===== config.mk =====
export PLATFORM = sky130hd
export DESIGN_NAME = if_id_buffer
export DESIGN_NICKNAME = d
export VERILOG_FILES = /design/src/rtl/if_id_buffer_pkg.sv /design/src/rtl/if_id_buffer.sv
export SDC_FILE = /design/constraint.sdc
export NUM_CORES = 1
export LEC_CHECK = 0
export ABC_AREA = 0
export ABC_CLOCK_PERIOD_IN_PS = 16900
export BUFFER_PORTS_ARGS = -buffer_cell sky130_fd_sc_hd__buf_2
export CAP_MARGIN = 20
export CORE_UTILIZATION = 50
export DETAILED_ROUTE_END_ITERATION = 8
export PLACE_DENSITY = 0.81
export SLEW_MARGIN = 20
export SYNTH_ARGS = -nofsm -noshare
export SYNTH_HDL_FRONTEND = slang
export SYNTH_SLANG_ARGS = --single-unit

===== constraint.sdc =====
create_clock -name clk -period 16.9 [get_ports clk]
set_input_delay 0.845 -clock clk [delete_from_list [all_inputs] [get_ports clk]]
set_output_delay 0.845 -clock clk [all_outputs]
set_load 0.1 [all_outputs]

===== src/rtl/if_id_buffer_pkg.sv =====
// ----------------------------------------------------------------------------
// if_id_buffer_pkg
// Shared constants for the IF/ID boundary.
//  - WORD_WIDTH     : instruction width used by fetch and decode
//  - MEM_ADDR_WIDTH : program-counter width
//  - NOP_INST       : ADDI x0,x0,0. The fetch stage reuses this value, so
//                     both sides of the boundary agree on what a bubble is.
//  - ptrNext        : advance a 1-bit ring pointer of the 2-entry buffer
// ----------------------------------------------------------------------------
package if_id_buffer_pkg;

   localparam int WORD_WIDTH     = 32;
   localparam int MEM_ADDR_WIDTH = 32;

   localparam logic [31:0] NOP_INST = 32'h0000_0013;

   localparam logic [1:0] BUF_DEPTH = 2'd2;

   // With two slots the pointer is a single bit, so "advance and wrap
   // 1 -> 0" is just an inversion.
   function automatic logic ptrNext(input logic ptr);
      return ~ptr;
   endfunction

endpackage


===== src/rtl/if_id_buffer.sv =====
// ----------------------------------------------------------------------------
// if_id_buffer
// Two-entry in-order FIFO of {instruction, PC} pairs between fetch and decode.
//
// Ports
//  clk       in   rising-edge clock
//  rst       in   synchronous active-high reset
//  flush     in   drop all buffered entries (taken branch / jump)
//  in_valid  in   fetch presents an instruction
//  in_inst   in   fetched instruction
//  in_pc     in   PC of in_inst
//  in_ready  out  buffer has a free slot (fetch stalls its PC when low)
//  out_valid out  head entry valid for decode
//  out_inst  out  head instruction, NOP when empty
//  out_pc    out  head PC, 0 when empty
//  out_ready in   decode takes the head entry this cycle
//  count     out  occupancy, 0..2
// ----------------------------------------------------------------------------
module if_id_buffer
   import if_id_buffer_pkg::*;
#(
   parameter int addr_width = MEM_ADDR_WIDTH,
   parameter int word_width = WORD_WIDTH
) (
   input  logic                  clk,
   input  logic                  rst,
   input  logic                  flush,
   input  logic                  in_valid,
   input  logic [word_width-1:0] in_inst,
   input  logic [addr_width-1:0] in_pc,
   output logic                  in_ready,
   output logic                  out_valid,
   output logic [word_width-1:0] out_inst,
   output logic [addr_width-1:0] out_pc,
   input  logic                  out_ready,
   output logic [1:0]            count
);

   logic [word_width-1:0] r_instMem [2];
   logic [addr_width-1:0] r_pcMem   [2];
   logic                  r_wrPtr;
   logic                  r_rdPtr;
   logic [1:0]            r_count;

   logic                  w_inReady;
   logic                  w_outValid;
   logic                  w_enq;
   logic                  w_deq;

   // Handshake qualifiers. in_ready looks only at registered occupancy, so
   // a full buffer refuses input even when decode drains it this same cycle;
   // that keeps out_ready off the fetch stall path. flush suppresses both
   // transfers.
   always_comb begin
      w_inReady  = (r_count != BUF_DEPTH);
      w_outValid = (r_count != 2'd0);
      w_enq      = in_valid   & w_inReady & ~flush;
      w_deq      = w_outValid & out_ready & ~flush;
   end

   // Occupancy and both pointers live together so reset, flush and the
   // enqueue/dequeue combinations resolve in one priority chain. Reset beats
   // flush, flush beats any transfer. Simultaneous enqueue and dequeue moves
   // both pointers and leaves the count alone.
   always_ff @(posedge clk) begin
      if (rst) begin
         r_count <= 2'd0;
         r_wrPtr <= 1'b0;
         r_rdPtr <= 1'b0;
      end else if (flush) begin
         r_count <= 2'd0;
         r_wrPtr <= 1'b0;
         r_rdPtr <= 1'b0;
      end else begin
         if (w_enq) begin
            r_wrPtr <= ptrNext(r_wrPtr);
         end
         if (w_deq) begin
            r_rdPtr <= ptrNext(r_rdPtr);
         end
         if (w_enq && !w_deq) begin
            r_count <= r_count + 2'd1;
         end else if (w_deq && !w_enq) begin
            r_count <= r_count - 2'd1;
         end
      end
   end

   // The storage is left unreset; the count alone says which slots hold
   // real entries, so stale data here is never observed. A write during
   // reset is equally harmless because the count is cleared at that edge.
   always_ff @(posedge clk) begin
      if (w_enq) begin
         r_instMem[r_wrPtr] <= in_inst;
         r_pcMem[r_wrPtr]   <= in_pc;
      end
   end

   // The head slot is presented straight from storage, with no path from
   // in_* so a new entry shows up only after the edge that stores it. An
   // empty buffer shows a NOP at PC 0 so decode sees a clean bubble.
   always_comb begin
      in_ready  = w_inReady;
      out_valid = w_outValid;
      count     = r_count;
      out_inst  = word_width'(NOP_INST);
      out_pc    = '0;
      if (w_outValid) begin
         out_inst = r_instMem[r_rdPtr];
         out_pc   = r_pcMem[r_rdPtr];
      end
   end

endmodule


# Yosys cells after proc, flatten, opt, wreduce, memory -nomap -nowiden
# Memories as Yosys holds them, arrays and structs flattened. A register that Yosys moved wholly into a read port is not among the register bits.
# Cells that the tools add are included.
# word_totals
register_bits	4
ram_bits	128
input_bits	69
out_inout_bits	68
wordCells	32
n_memories	2
# classes
add_sub_neg	2
eq_ne	1
mux	10
n_bitwise	7
reduce_logical	7
# memory_table
memory	depth	width	rd	rd_ports_with_merged_regs	wr	line	rtl
r_instMem	2	32	1	1	1	if_id_buffer.sv:39	logic [word_width-1:0] r_instMem [2];
r_pcMem	2	32	1	1	1	if_id_buffer.sv:40	logic [addr_width-1:0] r_pcMem [2];
# op_table
cell	n
$mux 32	2
$mux 1	6
$and 1x1->1	4
$mux 2	2
$reduce_bool 2->1	2
$not 1->1	3
$add 2x1->2 const B	1
$logic_and 1x1->1	2
$logic_not 1->1	2
$ne 2x2->1 const B	1
$reduce_or 2->1	1
$sub 2x1->2 const B	1

# Logic depth before layout (Yosys ltp)
# Gate-level depths: netlist of the first run.
# logic_depth
depth_word	7
depth_mapped	8
mapped_depth_nobuf	8

# Worst setup path after synthesis of the first run
# No wires, ideal clock.
# synth_path
path_type	register to register
start	register r_count[0] (netlist: count[0])
end	memory r_instMem[1][0] in the netlist's numbering, enable pin
setup_ns	0.579
arrival_time_ns	6.754
t_required_ns	16.321
setup_slack_ns	9.567
path_stages_with_launch	5
path_buffers	0
period_less_slack_ns	7.333
path_cell_list	dfxtp_1 nor2b_1 inv_1 nand2_1 nor3b_1
# synth_via
elab_chain_len	5
# synth_rtl
item	line	rtl
start, declared	if_id_buffer.sv:43	logic [1:0] r_count;
start signal, assigned	if_id_buffer.sv:82	r_count <= r_count + 2'd1;
start signal, assigned	if_id_buffer.sv:84	r_count <= r_count - 2'd1;
$ne 2x2->1	if_id_buffer.sv:55	w_inReady = (r_count != BUF_DEPTH);
via in_ready	if_id_buffer.sv:31	output logic in_ready,
$and 1x1->1 (2 in a row)	if_id_buffer.sv:57	w_enq = in_valid & w_inReady & ~flush;
$mux 1	if_id_buffer.sv:93	if (w_enq) begin
$mux 1 (not written as such)	if_id_buffer.sv:94	r_instMem[r_wrPtr] <= in_inst;
end, declared	if_id_buffer.sv:39	
# The timed path passes the listed nets, and every way through them passes these cells.

# Worst setup path after layout of the first run
# layout_path
start	register r_count[0] (netlist: count[0])
end	output out_inst[4]
# layout_via
elab_chain_len	2
# layout_rtl
item	line	rtl
$reduce_bool 2->1	if_id_buffer.sv:56	w_outValid = (r_count != 2'd0);
$mux 32	if_id_buffer.sv:108	if (w_outValid) begin
end, declared	if_id_buffer.sv:33	output logic [word_width-1:0] out_inst,
# Every way passes these cells.

==> results.py, run 1 <==
metrics = {
    "floorplanning": {
        "io_pins": 137,
        "start_util_pct": 51.7,
        "die_height_um": 103,
        "die_w_um": 103,
        "die-area_sq_um": 10500,
        "num_rows": 36,
        "core_region_area_sq_um": 9770,
    },
    "worst_setup_path": {
        "startpoint_type": "register",
        "max_stage_delay_ps": 550,
        "arrival_ps": 2550,
        "crit_type": "register to output port",
        "cp.required_ps": 16060,
        "crit_fanout": 32,
        "crit_path_cell_trace": "nor2_4 > buf_4 > inv_1 > nand2_1 > buf_2",
        "regToRegSetupSlack_ps": 14820,
        "cp-end-kind": "output port",
        "critPathSlowestCell": "nor2_4",
    },
    "global_route": {
        "grt_pass1_wl_um": 13100,
        "grt-ovfl-total": 0,
        "grt_pass1_vias": 2819,
        "antenna_found_initial": 0,
        "grt_use_total_pct": 17.4,
        "grt_max_degree": 65,
    },
    "yosys": {
        "yosys-top-cells-count": "edfxtp_1, nor2_1, mux2i_1",
        "ys_types": 18,
        "ys_seq_area_share_pct": 78.1,
        "synth_cells": 299,
        "synth_edf_count": 128,
        "yosys.area.top_type": "edfxtp_1",
        "yosysMostFrequentCell": "edfxtp_1",
        "synth_warnings": 0,
        "synth-main-ff-cell": "edfxtp_1",
        "synth-seq-cells": 133,
        "syn_avg_cell_area_sq_um": 16.9,
        "yosysTopAreaCellShare_pct": 76.1,
        "syn_area_sq_um": 5050,
        "ys_async_sr_fraction_pct": 0,
        "netlist_top_cells_area": "edfxtp_1, mux2i_1, nor2_1",
        "postSynthNetCount": 369,
    },
    "routing": {
        "detail_route.wl_per_cell_um": 15.1,
        "drt_iter0_drc": 100,
        "route.antenna.remaining_nets": 0,
        "dr.pass1.iters": 4,
        "finalWirelength_um": 8910,
        "drc": 0,
        "vias_per_cell": 4.89,
        "wirelength_met1_um": 3680,
        "wl_met3_um": 638,
        "dr_total_vias": 2887,
        "top_layer": "met4",
        "route.met2.wl_um": 4540,
    },
    "min_path": {
        "hp-class": "register to register",
    },
    "placed_design": {
        "place_area_sq_um": 5860,
        "place_congestion": 0.721,
        "hpwl_um": 5440,
        "post-place-cells": 558,
        "portBuffers": 136,
    },
    "power_and_ir_drop": {
        "power_leakage_nw": 2.43,
        "peakVddDrop_uv": 81.8,
        "power.density_nw_per_um2": 130,
    },
    "sta": {
        "finClkSkew_ps": 9.14,
        "worst_pin_slew_ps": 1130,
        "max_freq_ghz": 0.294,
        "slew_viol_final": 0,
        "max_slew_margin_pct": 24.5,
        "tns_ps": 0,
        "hold_viol_final": 0,
        "setup_viol": 0,
        "finalCritPeriodShare_pct": 20.1,
        "rsz0062_at_grt": "false",
        "min_period_ps": 3400,
    },
    "layout": {
        "finalNetCount": 514,
        "syn_to_final_growth_pct": 27.9,
        "drive_above_1_share_pct": 38.1,
        "design_area_sq_um": 6460,
        "n_antenna_cell": 0,
        "final_cells": 590,
    },
    "clocking": {
        "cts_tree": "done",
        "ctsRootBufferMaster": "clkbuf_8",
        "ctsResizeCount": 0,
        "clock_path_buffers": 2,
        "numClockSinks": 133,
        "h-tree-depth": 4,
        "clock_latency_ps": 510,
        "postCtsSetupBuffers": 0,
        "hold_buffers": 0,
        "clk_pin_slew_ps": 60,
        "cts_buffers": 17,
    },
    "status": {
        "outcome": "complete, no violations",
    },
    "run": {
        "maxCapViolCount": 0,
    },
}
## placed cells by master, fill, tap and decap left out
| cell | instances |
|---|---|
| mux2i_1 | 64 |
| or2_2 | 2 |
| inv_1 | 3 |
| buf_4 | 3 |
| clkbuf_8 | 1 |
| clkbuf_1 | 1 |
| nor2_4 | 1 |
| nor2b_1 | 1 |
| nor2_1 | 65 |
| xor2_1 | 3 |
| clkinv_1 | 2 |
| buf_2 | 136 |
| clkinvlp_4 | 2 |
| clkinv_2 | 3 |
| edfxtp_1 | 128 |
| clkbuf_16 | 16 |
| dfxtp_1 | 4 |
| o21ai_0 | 3 |
| nand2_1 | 4 |
| nor3b_2 | 1 |
| or3_1 | 2 |
| ha_1 | 1 |
| a21oi_1 | 2 |
| bufinv_16 | 4 |
| dfxtp_4 | 1 |
| nor3_2 | 1 |
| inv_6 | 1 |
| clkinv_4 | 2 |
## worst max-delay path, delay by kind of cell, from the launching register on
kind / cells / cell delay (ps)
simple gates: 2 / 630
buf+inv: 3 / 1000
flops: 1 / 380
## state kept, by name, summed over array words and instances (netlist names), named ones only
name       count
r_rdPtr        1
r_instMem     64
r_pcMem       64
count          2
r_wrPtr        1
## per-stage QoR
stage                     util (%)  hold slack [ps]  setup WS [ps]  power [W]
after global placement        59.9              488          14070   0.000482
final                         66.1              511          13500   0.000842
after global routing          66.1              492          13270   0.000869
after CTS                     66.1              498          13440   0.000851
after floorplan                  -              466           9570   0.000462
after detailed placement      59.9              494          14010   0.000484
## power by group
| group | total (W) | switching (W) | internal [W] | leakage (nW) |
|---|---|---|---|---|
| registers | 0.000377 | 0.00000419 | 0.000373 | 1.22 |
| clock network | 0.000366 | 0.000128 | 0.000238 | 0.290 |
| logic | 0.0000989 | 0.0000806 | 0.0000183 | 0.926 |
| total | 0.000842 | 0.000213 | 0.000630 | 2.43 |
## metal layers
layer  global-route usage, %  vias to the layer above
met2                    28.7                      119
met1                    20.7                     1357
li1                        -                     1404
met4                    7.14                        0
met5                       0                        -
met3                    6.64                        7
## path summary, 6_finish.rpt
check	startpoint	to	depth (start not counted)
min	r_rdPtr	register	2
max	count[0]	out_inst[4]	5
min reg2reg	r_rdPtr	register	2
max reg2reg	count[0]	r_instMem[1][22]	5
## cell families (layout without fill, tap and decap cells)
kind of cell | after synthesis | in the layout | synth area share, %
mux | 64 | 64 | 12.7
xor+xnor | 3 | 3 | 0.520
buf+inv | 16 | 174 | 1.86
compound gates | 5 | 5 | 0.495
simple gates | 77 | 77 | 6.12
fa+ha+maj | 1 | 1 | 0.248
flops | 133 | 133 | 78.1
## cell type report
| type | instances | area, sq um |
|---|---|---|
| clock buffer | 18 | 418 |
| clock inverter | 14 | 184 |
| fill | 710 | 3320 |
| inverter | 3 | 11.3 |
| multi-input combinational | 150 | 1030 |
| sequential | 133 | 3950 |
| tap | 133 | 166 |
| timing repair buffer | 139 | 703 |
(Power assumes the default switching activity.)
==> run 2: changes to the inputs <==
--- a/config.mk
+++ b/config.mk
@@ -6,12 +6,12 @@
 export NUM_CORES = 1
 export LEC_CHECK = 0
 export ABC_AREA = 0
-export ABC_CLOCK_PERIOD_IN_PS = 16900
+export ABC_CLOCK_PERIOD_IN_PS = 3000
 export BUFFER_PORTS_ARGS = -buffer_cell sky130_fd_sc_hd__buf_2
 export CAP_MARGIN = 20
-export CORE_UTILIZATION = 50
+export CORE_UTILIZATION = 47
 export DETAILED_ROUTE_END_ITERATION = 8
-export PLACE_DENSITY = 0.81
+export PLACE_DENSITY = 0.8
 export SLEW_MARGIN = 20
 export SYNTH_ARGS = -nofsm -noshare
 export SYNTH_HDL_FRONTEND = slang
==> constraint.sdc (replaced) <==
create_clock -name clk -period 3 [get_ports clk]
set_input_delay 0.15 -clock clk [delete_from_list [all_inputs] [get_ports clk]]
set_output_delay 0.15 -clock clk [all_outputs]
set_load 0.1 [all_outputs]
==> run 2 against run 1 <==
Against the previous run: combinational power increased to 6.5 times the previous value; non-clock buffer count rose by 66; design area increased by 12%; critical endpoint is now out_inst[17]; highest routed layer unchanged.
==> results.py, run 2 (synthesis gave the netlist of run 1 again) <==
metrics = {
    "layout": {
        "final_common_cell": "buf_2",
        "design_area_sq_um": 7220,
        "finalNetCount": 580,
        "n_antenna_cell": 0,
        "utilization_pct": 69.6,
        "layout_common_cells": "buf_2, edfxtp_1, nor2_1, dlygate4sd3_1, mux2i_1",
        "drive_above_1_share_pct": 34.5,
        "fillers": 698,
        "syn_to_final_growth_pct": 42.9,
    },
    "min_path": {
        "min_from": "in_valid",
        "hp-class": "primary input to register",
        "whs_path_depth": 4,
        "whs_endpoint": "r_wrPtr",
    },
    "worst_setup_path": {
        "crit_fanout": 35,
        "r2r_cells": 5,
        "crit_type": "register to output port",
        "arrival_ps": 2260,
        "r2r-start": "count[1]",
        "regToRegSetupSlack_ps": 1110,
        "cp-end-kind": "output port",
        "cp.required_ps": 2850,
        "startpoint_type": "register",
        "crit-reg2reg-capture": "r_instMem[0][29]",
    },
    "placed_design": {
        "place_congestion": 0.699,
        "place_area_sq_um": 5940,
        "portBuffers": 136,
        "hpwl_um": 5690,
    },
    "power_and_ir_drop": {
        "power.internal_w": 0.00369,
        "power.switching_w": 0.00123,
        "combPwrFrac_pct": 13.1,
        "power_leakage_nw": 2.74,
        "peakVddDrop_uv": 540,
        "seq_power_share_pct": 43.2,
        "power.density_nw_per_um2": 681,
        "power_frac_clock_pct": 43.8,
        "switching_share_pct": 24.9,
    },
    "run": {
        "maxCapViolCount": 0,
    },
    "routing": {
        "dr.pass1.iters": 4,
        "drc": 0,
        "detail_route.wl_per_cell_um": 15.5,
        "vias_per_cell": 4.84,
        "dr_total_vias": 3185,
        "route.antenna.remaining_nets": 0,
        "finalWirelength_um": 10200,
        "drt_iter0_drc": 169,
    },
    "floorplanning": {
        "die_w_um": 106,
        "core_region_area_sq_um": 10400,
        "die_height_um": 106,
        "die-area_sq_um": 11200,
        "start_util_pct": 48.7,
        "io_pins": 137,
        "num_rows": 37,
    },
    "global_route": {
        "grt-ovfl-total": 0,
        "antenna_found_initial": 0,
        "grt_pass1_wl_um": 15800,
        "grt_max_degree": 65,
        "grt_use_total_pct": 19.2,
        "grt_pass1_vias": 3399,
    },
    "sta": {
        "max_slew_margin_pct": 39.2,
        "finalCritPeriodShare_pct": 80.2,
        "finClkSkew_ps": 7.53,
        "setup_viol": 0,
        "worst_pin_slew_ps": 912,
        "hold_viol_final": 0,
        "min_period_ps": 2410,
        "slew_viol_final": 0,
        "max_freq_ghz": 0.416,
        "rsz0062_at_grt": "false",
    },
    "clocking": {
        "cts_tree": "done",
        "clk_pin_slew_ps": 60,
        "clock_path_buffers": 2,
        "cts_buffers": 17,
        "numClockSinks": 133,
        "ctsRootBufferMaster": "clkbuf_8",
        "h-tree-depth": 4,
        "clock_latency_ps": 500,
    },
    "status": {
        "outcome": "complete, no violations",
    },
}
[run 2: cell types whose count changed in the layout (fill, tap and decap cells not counted), sizes merged]
cell | before | now
buf | 139 | 140
clkinv | 7 | 8
dlygate4sd3 | 0 | 65
clkbuf | 18 | 17
inv | 4 | 2
bufinv | 4 | 5
[run 2: area by class of cell]
| class | count | area, sq um | area share (%) |
|---|---|---|---|
| clock buffer | 17 | 414 | 5.74 |
| clock inverter | 14 | 210 | 2.91 |
| inverter | 3 | 15.0 | 0.208 |
| multi-input combinational | 150 | 1060 | 14.6 |
| sequential | 133 | 3960 | 54.8 |
| tap | 136 | 170 | 2.36 |
| timing repair buffer | 205 | 1400 | 19.4 |
[run 2: power by group through the flow]
stage / clock [W] / sequential [W] / combinational, W
floorplan: 0 / 0.00216 / 0.000437
global placement: 0 / 0.00216 / 0.000566
detailed placement: 0 / 0.00216 / 0.000575
CTS: 0.00219 / 0.00212 / 0.000641
global route: 0.00228 / 0.00213 / 0.000671
finish: 0.00215 / 0.00212 / 0.000642
[run 2: worst max-delay path by stage]
stage          cells past startpoint      from  slack (ps)               to
2_1_floorplan                      4  count[0]        -270  r_instMem[1][0]
3_3_place_gp                       4  register        1100     out_inst[17]
6_report                           4  register         590     out_inst[17]
4_1_cts                            4  register         550     out_inst[22]
5_1_grt                            4  register         440     out_inst[16]
3_5_place_dp                       4  register        1090     out_inst[22]
[run 2: through the flow]
step	hold WS (ps)	cells	total power, W	setup TNS (ps)	setup slack (ps)
6_report	39.9	658	0.00491	0	595
5_1_grt	17.8	658	0.00508	0	437
4_1_cts	8.59	658	0.00495	0	549
3_5_place_dp	342	562	0.00273	0	1090
3_3_place_gp	337	562	0.00272	0	1100
2_1_floorplan	249	299	0.00260	-23750	-271
[run 2: critical path, stage by stage, from the launching register on]
cell and delay [ps]:
dfxtp_4 690, buf_12 320, mux2i_1 110, nor2_1 150, buf_2 460
[run 2: per-layer routing]
metal | wire length [um] | GRT usage, %
met2 | 5670 | 35.1
met3 | 465 | 5.75
met4 | 112 | 8.43
met1 | 3950 | 20.3
met5 | 0 | 0
[run 2: what timing repair did]
action / 4_1_cts / 5_1_grt
setup buffers: 0 / 0
hold buffers: 65 / 0
gates resized for setup: 0 / 0
endpoints found under the hold margin: 133 / 0
==> run 3: changes to the inputs <==
--- a/config.mk
+++ b/config.mk
@@ -5,8 +5,8 @@
 export SDC_FILE = /design/constraint.sdc
 export NUM_CORES = 1
 export LEC_CHECK = 0
-export ABC_AREA = 0
-export ABC_CLOCK_PERIOD_IN_PS = 3000
+export ABC_AREA = 1
+export ABC_CLOCK_PERIOD_IN_PS = 2000
 export BUFFER_PORTS_ARGS = -buffer_cell sky130_fd_sc_hd__buf_2
 export CAP_MARGIN = 20
 export CORE_UTILIZATION = 47
==> constraint.sdc (replaced) <==
create_clock -name clk -period 2 [get_ports clk]
set_input_delay 0.1 -clock clk [delete_from_list [all_inputs] [get_ports clk]]
set_output_delay 0.1 -clock clk [all_outputs]
set_load 0.1 [all_outputs]
==> run 3 against run 2 <==
Against the previous run: register-to-register slack worse by 690 ps; core utilization up 11 points; worst setup slack worse by 530 ps; flip-flop and latch count unchanged; critical endpoint is now out_inst[11]; largest power group unchanged; highest routed layer unchanged.
==> results.py, run 3 <==
metrics = {
    "global_route": {
        "grt_use_total_pct": 24.4,
        "grt_pass1_wl_um": 20200,
        "grt_max_degree": 37,
        "grt_pass1_vias": 4101,
        "antenna_found_initial": 0,
        "grt-ovfl-total": 0,
    },
    "yosys": {
        "syn_avg_cell_area_sq_um": 13.3,
        "ys_types": 19,
        "synth_warnings": 0,
        "synth-main-ff-cell": "edfxtp_1",
        "netlist_top_cells_area": "edfxtp_1, nand2_1, a21oi_1",
        "synth_cells": 381,
        "yosys.area.top_type": "edfxtp_1",
        "yosysTopAreaCellShare_pct": 75.7,
        "ys_async_sr_fraction_pct": 0,
        "synth-seq-cells": 133,
        "synth_edf_count": 128,
        "ys_seq_area_share_pct": 77.7,
        "postSynthNetCount": 451,
        "yosysMostFrequentCell": "nand2_1",
        "yosys-top-cells-count": "nand2_1, edfxtp_1, a21oi_1",
        "syn_area_sq_um": 5080,
    },
    "min_path": {
        "hp-class": "primary input to register",
    },
    "routing": {
        "drc": 0,
        "drt_iter0_drc": 242,
        "detail_route.wl_per_cell_um": 18.0,
        "route.antenna.remaining_nets": 0,
        "route.met2.wl_um": 7480,
        "finalWirelength_um": 13400,
        "vias_per_cell": 5.11,
        "dr_total_vias": 3805,
        "top_layer": "met4",
        "dr.pass1.iters": 4,
        "wirelength_met1_um": 4860,
        "wl_met3_um": 686,
    },
    "floorplanning": {
        "io_pins": 137,
        "num_rows": 37,
        "start_util_pct": 48.7,
        "die_w_um": 106,
        "die-area_sq_um": 11200,
        "die_height_um": 106,
        "core_region_area_sq_um": 10400,
    },
    "worst_setup_path": {
        "regToRegSetupSlack_ps": 420,
        "crit_type": "register to output port",
        "crit_fanout": 28,
        "cp.required_ps": 1900,
        "cp-end-kind": "output port",
        "arrival_ps": 1840,
        "startpoint_type": "register",
    },
    "placed_design": {
        "place_area_sq_um": 6870,
        "portBuffers": 136,
        "hpwl_um": 7490,
        "place_congestion": 0.723,
        "post-place-cells": 644,
    },
    "clocking": {
        "clock_latency_ps": 500,
        "h-tree-depth": 4,
        "ctsRootBufferMaster": "clkbuf_8",
        "clk_pin_slew_ps": 60,
        "cts_buffers": 17,
        "numClockSinks": 133,
        "clock_path_buffers": 2,
        "cts_tree": "done",
        "postCtsSetupBuffers": 0,
    },
    "sta": {
        "worst_pin_slew_ps": 493,
        "finalCritPeriodShare_pct": 96.9,
        "rsz0062_at_grt": "true",
        "max_slew_margin_pct": 67.4,
        "finClkSkew_ps": 5.40,
        "setup_viol": 0,
        "hold_viol_final": 0,
        "max_freq_ghz": 0.516,
        "slew_viol_final": 0,
        "tns_ps": 0,
        "min_period_ps": 1940,
    },
    "layout": {
        "design_area_sq_um": 8360,
        "finalNetCount": 665,
        "final_common_cell": "nand2_1",
        "layout_common_cells": "nand2_1, edfxtp_1, buf_2, dlygate4sd3_1, buf_12",
        "syn_to_final_growth_pct": 64.7,
        "drive_above_1_share_pct": 36.3,
        "n_antenna_cell": 0,
        "final_cells": 744,
        "utilization_pct": 80.3,
    },
    "power_and_ir_drop": {
        "power_leakage_nw": 3.17,
        "power_w": 0.00780,
        "power.density_nw_per_um2": 933,
        "peakVddDrop_uv": 629,
    },
    "run": {
        "maxCapViolCount": 0,
    },
    "status": {
        "outcome": "complete, no violations",
    },
}
-- run 3: worst max-delay path, cell delays in order (launching register included) --
cell and delay, ps:
dfxtp_4 410, inv_2 100, buf_6 230, nand2_1 80, a21oi_1 270, buf_12 220
-- run 3: metrics by stage --
step | hold WS (ps) | setup slack [ps]
after floorplan | 167 | -632
after global routing | 301 | -28.3
after global placement | 269 | 385
after CTS | 284 | 2.48
after detailed placement | 290 | 340
final | 327 | 63.0
-- run 3: cell type report --
cell class / instances / area, sq um
clock buffers: 17 / 414
inverters: 11 / 43.8
fillers: 515 / 2050
well taps: 136 / 170
clock inverters: 15 / 235
flip-flops and latches: 133 / 3950
repair buffers: 214 / 2450
multi-input cells: 218 / 1100
-- run 3: cell families (layout without fill, tap and decap cells) --
| kind of cell | Yosys count | in the layout | synth area share (%) |
|---|---|---|---|
| simple gates | 155 | 155 | 12.4 |
| flops | 133 | 133 | 77.7 |
| compound gates | 61 | 61 | 6.01 |
| buf+inv | 30 | 257 | 3.48 |
| fa+ha+maj | 1 | 1 | 0.246 |
| xor+xnor | 1 | 1 | 0.173 |
-- run 3: what timing repair did --
action,CTS,global route
setup endpoints to repair,53,52
resized for setup,11,32
hold buffers,68,0
hold endpoints to repair,133,0
-- run 3: per-layer routing --
| metal | vias to the layer above | track usage, % |
|---|---|---|
| li1 | 1758 | - |
| met1 | 1839 | 26.3 |
| met2 | 176 | 45.2 |
| met3 | 32 | 6.44 |
| met4 | 0 | 10.1 |
| met5 | - | 0 |
-- run 3: final timing paths --
| kind | from | endpoint | cells after the start |
|---|---|---|---|
| worst min-delay path | in_inst[0] | r_instMem[0][0] | 2 |
| worst max register to register | count[0] | r_instMem[1][5] | 5 |
| worst min register to register | r_rdPtr | r_rdPtr | 2 |
| worst max-delay path | register | out_inst[11] | 5 |
-- run 3: report_power, final --
group	switching (W)	leakage, nW	internal [W]	total (W)
Combinational	0.000830	1.64	0.000453	0.00128
Clock	0.00108	0.313	0.00226	0.00334
Sequential	0.0000305	1.22	0.00314	0.00318
